File: config.mk
export PLATFORM = sky130hd
export DESIGN_NAME = yu_fetch_sequencer_flat
export DESIGN_NICKNAME = d
export VERILOG_FILES = /design/src/rtl/yu_fetch_sequencer_pkg.sv /design/src/rtl/yu_fetch_sequencer_if.sv /design/src/rtl/yu_fetch_sequencer_next_pc_mux.sv /design/src/rtl/yu_fetch_sequencer.sv /design/src/flat_wrapper.sv
export SDC_FILE = /design/constraint.sdc
export NUM_CORES = 1
export LEC_CHECK = 0
export ABC_CLOCK_PERIOD_IN_PS = 3730
export BUFFER_PORTS_ARGS = -buffer_cell sky130_fd_sc_hd__buf_2
export CORE_MARGIN = 5
export CORE_UTILIZATION = 50
export CTS_CLUSTER_DIAMETER = 60
export DETAILED_ROUTE_END_ITERATION = 8
export PLACE_DENSITY = 0.82
export SLEW_MARGIN = 20
export SYNTH_ARGS = -nofsm -noshare
export SYNTH_HDL_FRONTEND = slang
export SYNTH_SLANG_ARGS = --single-unit
File: constraint.sdc
create_clock -name clk -period 3.73 [get_ports clk]
set_clock_uncertainty 0.15 [all_clocks]
set_input_delay 0.373 -clock clk [delete_from_list [all_inputs] [get_ports clk]]
set_output_delay 0.373 -clock clk [all_outputs]
set_load 0.05 [all_outputs]
File: src/rtl/yu_fetch_sequencer_pkg.sv
// yu_fetch_pkg: shared FSM state, next-PC select encoding and PC step for the Yu fetch sequencer.
package yu_fetch_pkg;
  typedef enum logic [1:0] {BOOT, FETCH, HALTED} state_t;
  typedef enum logic [1:0] {SEL_SEQ, SEL_BRANCH, SEL_JUMP, SEL_TRAP} pc_sel_t;
  localparam int PC_STEP = 4;
endpackage

File: src/rtl/yu_fetch_sequencer_if.sv
// yu_fetch_if: instruction-memory handshake, redirect/control inputs and PC status of the fetch sequencer.
interface yu_fetch_if #(parameter int DATA_WIDTH = 32);
  logic                  imem_req;
  logic [DATA_WIDTH-1:0] imem_addr;
  logic                  imem_ack;
  logic                  inst_valid;
  logic                  stall;
  logic                  branch_taken;
  logic [DATA_WIDTH-1:0] branch_target;
  logic                  jump;
  logic [DATA_WIDTH-1:0] jump_target;
  logic                  halt;
  logic                  resume;
  logic [DATA_WIDTH-1:0] pc;
  logic [31:0]           retired_count;
  logic                  trap;
  logic [DATA_WIDTH-1:0] trap_pc;
  modport master (
    input  imem_ack, stall, branch_taken, branch_target, jump, jump_target, halt, resume,
    output imem_req, imem_addr, inst_valid, pc, retired_count, trap, trap_pc
  );
  modport slave (
    output imem_ack, stall, branch_taken, branch_target, jump, jump_target, halt, resume,
    input  imem_req, imem_addr, inst_valid, pc, retired_count, trap, trap_pc
  );
endinterface

File: src/rtl/yu_fetch_sequencer_next_pc_mux.sv
// yu_next_pc_mux: next-PC priority select (trap > jump > branch > pc+4) with misaligned-target detect.
// YU_PC_MISALIGN_TRAP_EN enables the trap; otherwise target bits[1:0] are cleared.
module yu_next_pc_mux
  import yu_fetch_pkg::*;
#(
  parameter int                    DATA_WIDTH  = 32,
  parameter logic [DATA_WIDTH-1:0] TRAP_VECTOR = 32'h0000_0100
) (
  input  logic [DATA_WIDTH-1:0] i_pc,
  input  logic                  i_branch_taken,
  input  logic [DATA_WIDTH-1:0] i_branch_target,
  input  logic                  i_jump,
  input  logic [DATA_WIDTH-1:0] i_jump_target,
  output logic [DATA_WIDTH-1:0] o_next_pc,
  output pc_sel_t               o_sel
);
`ifdef YU_PC_MISALIGN_TRAP_EN
  localparam logic TRAP_EN = 1'b1;
`else
  localparam logic TRAP_EN = 1'b0;
`endif
  logic [DATA_WIDTH-1:0] w_mask, w_target;
  logic                  w_misalign;
  assign w_mask     = TRAP_EN ? '1 : ~DATA_WIDTH'(3);
  assign w_target   = (i_jump ? i_jump_target : i_branch_target) & w_mask;
  assign w_misalign = TRAP_EN && (i_jump || i_branch_taken) && |w_target[1:0];
  always_comb begin
    o_sel     = w_misalign ? SEL_TRAP : i_jump ? SEL_JUMP : i_branch_taken ? SEL_BRANCH : SEL_SEQ;
    o_next_pc = o_sel == SEL_TRAP ? TRAP_VECTOR :
                o_sel == SEL_SEQ  ? i_pc + DATA_WIDTH'(PC_STEP) : w_target;
  end
endmodule

File: src/rtl/yu_fetch_sequencer.sv
// yu_fetch_sequencer: owns the PC, runs the imem req/ack handshake, stall/halt/resume and retire counting.
// Misaligned-target trap is enabled by YU_PC_MISALIGN_TRAP_EN (inside yu_next_pc_mux).
module yu_fetch_sequencer
  import yu_fetch_pkg::*;
#(
  parameter int                    DATA_WIDTH   = 32,
  parameter logic [DATA_WIDTH-1:0] RESET_VECTOR = 32'h0000_0000,
  parameter logic [DATA_WIDTH-1:0] TRAP_VECTOR  = 32'h0000_0100
) (
  input logic       clk,
  input logic       rst,
  yu_fetch_if.master bus
);
  state_t                r_state, w_next_state;
  pc_sel_t               w_sel;
  logic [DATA_WIDTH-1:0] r_pc, w_next_pc, r_trap_pc;
  logic [31:0]           r_retired;
  logic                  r_trap, w_commit;
  yu_next_pc_mux #(.DATA_WIDTH(DATA_WIDTH), .TRAP_VECTOR(TRAP_VECTOR)) u_mux (
    .i_pc           (r_pc),
    .i_branch_taken (bus.branch_taken),
    .i_branch_target(bus.branch_target),
    .i_jump         (bus.jump),
    .i_jump_target  (bus.jump_target),
    .o_next_pc      (w_next_pc),
    .o_sel          (w_sel)
  );
  assign w_commit = r_state == FETCH && bus.imem_ack && !bus.stall;
  always_ff @(posedge clk)
    r_state <= rst ? BOOT : w_next_state;
  always_comb
    w_next_state = r_state == BOOT  ? FETCH :
                   r_state == FETCH ? (w_commit && bus.halt ? HALTED : FETCH) :
                   (bus.resume ? FETCH : HALTED);
  always_comb begin
    bus.imem_req   = r_state == FETCH;
    bus.inst_valid = r_state == FETCH && bus.imem_ack;
    bus.imem_addr  = r_pc;
  end
  always_ff @(posedge clk) begin
    if (rst) begin
      r_pc      <= RESET_VECTOR;
      r_retired <= '0;
      r_trap    <= 1'b0;
      r_trap_pc <= '0;
    end else begin
      r_trap <= w_commit && w_sel == SEL_TRAP;
      if (w_commit) begin
        r_pc      <= w_next_pc;
        r_retired <= r_retired + 32'd1;
      end
      if (w_commit && w_sel == SEL_TRAP) r_trap_pc <= r_pc;
    end
  end
  assign bus.pc            = r_pc;
  assign bus.retired_count = r_retired;
  assign bus.trap          = r_trap;
  assign bus.trap_pc       = r_trap_pc;
endmodule
File: src/flat_wrapper.sv
// flat-port wrapper written by rule: the top's interface ports become plain ports
module yu_fetch_sequencer_flat import yu_fetch_pkg::*;
#(
  parameter int                    DATA_WIDTH   = 32,
  parameter logic [DATA_WIDTH-1:0] RESET_VECTOR = 32'h0000_0000,
  parameter logic [DATA_WIDTH-1:0] TRAP_VECTOR  = 32'h0000_0100
)
  (clk, rst, bus_imem_ack, bus_stall, bus_branch_taken, bus_branch_target, bus_jump, bus_jump_target, bus_halt, bus_resume, bus_imem_req, bus_imem_addr, bus_inst_valid, bus_pc, bus_retired_count, bus_trap, bus_trap_pc);
  yu_fetch_if #(.DATA_WIDTH(DATA_WIDTH)) bus_i ();
  input logic clk;
  input logic rst;
  input wire logic [$bits(bus_i.imem_ack)-1:0] bus_imem_ack;
  input wire logic [$bits(bus_i.stall)-1:0] bus_stall;
  input wire logic [$bits(bus_i.branch_taken)-1:0] bus_branch_taken;
  input wire logic [$bits(bus_i.branch_target)-1:0] bus_branch_target;
  input wire logic [$bits(bus_i.jump)-1:0] bus_jump;
  input wire logic [$bits(bus_i.jump_target)-1:0] bus_jump_target;
  input wire logic [$bits(bus_i.halt)-1:0] bus_halt;
  input wire logic [$bits(bus_i.resume)-1:0] bus_resume;
  output wire logic [$bits(bus_i.imem_req)-1:0] bus_imem_req;
  output wire logic [$bits(bus_i.imem_addr)-1:0] bus_imem_addr;
  output wire logic [$bits(bus_i.inst_valid)-1:0] bus_inst_valid;
  output wire logic [$bits(bus_i.pc)-1:0] bus_pc;
  output wire logic [$bits(bus_i.retired_count)-1:0] bus_retired_count;
  output wire logic [$bits(bus_i.trap)-1:0] bus_trap;
  output wire logic [$bits(bus_i.trap_pc)-1:0] bus_trap_pc;
  assign bus_i.imem_ack = bus_imem_ack;
  assign bus_i.stall = bus_stall;
  assign bus_i.branch_taken = bus_branch_taken;
  assign bus_i.branch_target = bus_branch_target;
  assign bus_i.jump = bus_jump;
  assign bus_i.jump_target = bus_jump_target;
  assign bus_i.halt = bus_halt;
  assign bus_i.resume = bus_resume;
  assign bus_imem_req = bus_i.imem_req;
  assign bus_imem_addr = bus_i.imem_addr;
  assign bus_inst_valid = bus_i.inst_valid;
  assign bus_pc = bus_i.pc;
  assign bus_retired_count = bus_i.retired_count;
  assign bus_trap = bus_i.trap;
  assign bus_trap_pc = bus_i.trap_pc;
  yu_fetch_sequencer #(.DATA_WIDTH(DATA_WIDTH), .RESET_VECTOR(RESET_VECTOR), .TRAP_VECTOR(TRAP_VECTOR)) u_core (.clk(clk), .rst(rst), .bus(bus_i));
endmodule
==> flow_summary_export.csv <==
group,metric,value,unit
cts,cts_tree,"built",
logic_synthesis,ys_types,59,
routing,ant_nets,0,
cts,htree_levels,3,
critical_path,worstPathRequired,3850,ps
routing,vias,4728,
routing,drtPass1Iterations,5,
logic_synthesis,synth_edf_count,0,
critical_path,criticalPathCategory,"flop to flop",
logic_synthesis,avgSynthCellArea,8.38,sq um
floorplan,start_util,51.2,%
floorplan,core,0.00924,sq mm
cts,cts_num_sinks,95,
cts,cts_resized,0,
logic_synthesis,postSynth.asyncResetShare,0,%
timing,setup_tns,0,ps
routing,drt-total-wl,13.2,mm
logic_synthesis,synth.most_common_cell,"dfxtp_1",
pwr,vdd_ir_drop_max,0.228,mV
place,postPlaceCellArea,0.00550,sq mm
critical_path,worstSetupStartpointType,"flop",
cts,cts_buffers,9,
global_routing,antenna_found_initial,0,
cells_and_area,n_antenna_cell,0,
logic_synthesis,synth_commonest_cells,"95 x dfxtp_1, 49 x nor2_1, 38 x a21oi_1",
logic_synthesis,synthCells,564,
critical_path,arrival,2630,ps
cts,root_buffer,"clkbuf_8",
cells_and_area,drive_gt1_share,32.5,%
logic_synthesis,syn_area,0.00473,sq mm
routing,drt_iter0_drc,225,
global_routing,track_usage,21.9,%
floorplan,die_x,107,um
cts,postCtsSetupRepairBufs,0,
cts,clockBufferDepth,2,
global_routing,overflow,0,
timing,relSlewSlack,37.1,%
critical_path,worst-path-max-fanout,10,
place,hpwl,9.61,mm
logic_synthesis,ys_ff_latch,95,
cells_and_area,nets,779,
timing,post-route-min-period,2510,ps
critical_path,cp-end-kind,"flop",
timing,worst_pin_slew,943,ps
floorplan,rows,35,
routing,via_per_inst,5.64,
cts,cts-hold-fix-buffers,0,
min_path,worstHoldPathType,"primary input to flop",
timing,rsz0062_at_grt,"no",
logic_synthesis,ys_warn_count,0,
run,cap_violations,0,
cells_and_area,synthToLayoutAreaGrowth,20.4,%
status,status,"complete, no violations",
timing,fmax,0.398,GHz
timing,setup_viol,0,
logic_synthesis,ys_seq_area_share,40.2,%
logic_synthesis,synth_area_leaders,"dfxtp_1 40%, buf_4 5.9%, nor2b_1 4.9%",
logic_synthesis,yosysTopAreaCell,"dfxtp_1",
floorplan,dieHeight,107,um
floorplan,die-area,0.0115,sq mm
global_routing,grt_pass1_wl,20.8,mm
pwr,p_per_area,358,mW/mm^2
logic_synthesis,synth_top_area_share,40.2,%
floorplan,io_pins,203,
global_routing,grt_max_degree,54,
place,portBuffers,192,
global_routing,first_global_vias,4437,
logic_synthesis,ys.flop_type,"dfxtp_1",
timing,report.final.slew_viol_count,0,
place,place.gp.congestion,0.909,
cts,clkTransAtPathRegs,110,ps
cells_and_area,design_area,0.00569,sq mm
routing,drc,0,
timing,fin_crit_sh,67.3,%
cts,clk_latency,360,ps
pwr,leakage,2.56,nW
timing,final_hold_viol_count,0,
routing,wl_per_cell,15.7,um
## registers in the layout, summed over array words and instances, names as in the netlist
signal and flops:
u_core.bus.trap_pc 30, u_core.r_state 2, u_core.bus.trap 1, u_core.bus.retired_count 32, u_core.bus.imem_addr 30
## critical path: stages, from the launching register on
cell       delay (ps)
dfxtp_1           430
ha_1              270
nand4_2           180
nor4_4            580
and2_1            330
a311oi_1          140
a2111oi_2         340
## report_power, final
part / internal (mW) / switching (mW)
registers: 1.03 / 0.0246
logic: 0.0859 / 0.221
clock network: 0.263 / 0.412
## kinds of logic after synthesis
logic type | after synthesis | share of synthesized area, %
AOI/OAI and AO/OA | 125 | 17.8
xor gates and xnor gates | 23 | 4.26
buffers and inverters | 86 | 9.87
adders and majority gates | 2 | 0.529
DFF | 95 | 40.2
and+or+nand+nor | 228 | 26.3
muxes | 4 | 0.873
other | 1 | 0.0793
## final timing paths
path,start,to,slack (ps),cells after the start
setup / recovery,u_core.bus.imem_addr[3],u_core.bus.imem_addr[28],1220,6
setup reg to reg,u_core.bus.imem_addr[3],u_core.bus.imem_addr[28],1220,6
hold / removal,bus_halt,u_core.r_state[1],90,3
hold reg to reg,u_core.bus.trap_pc[2],u_core.bus.trap_pc[2],320,1
## area by class of cell
class                      count  area, sq um
clock buffer                   9          124
clock inverter                 7         70.1
fill                         845         3550
inverter                      11         41.3
multi-input combinational    389         2380
sequential                    95         1900
tap                          129          161
timing repair buffer         199         1010
## through the flow
step	cells	power, mW	setup WS [ps]	utilization [%]	hold slack, ps
floorplan	570	1.31	1120	-	372
global placement	823	1.38	1300	59.5	297
detailed placement	823	1.38	1240	59.5	300
CTS	839	2.05	1220	61.6	80.0
global route	839	2.12	988	61.6	115
finish	839	2.04	1220	61.6	91.3
## per-layer routing
layer	up-vias	track usage [%]	share of wire, %
met5	-	0	0
met4	0	8.13	1.7
met3	19	5.06	8.7
met2	217	38.7	49
met1	2220	25.8	41
li1	2272	-	-
## cells in the final DEF (no fill, tap or decap), types with 13 or more instances in the layout
master   instances
nor2_1          49
dfxtp_1         95
nand3_1         29
a21oi_1         38
nor2b_1         37
nand2_1         31
nand4_1         22
buf_2          192
xor2_1          13
o21ai_0         15
(Power assumes the default switching activity.)
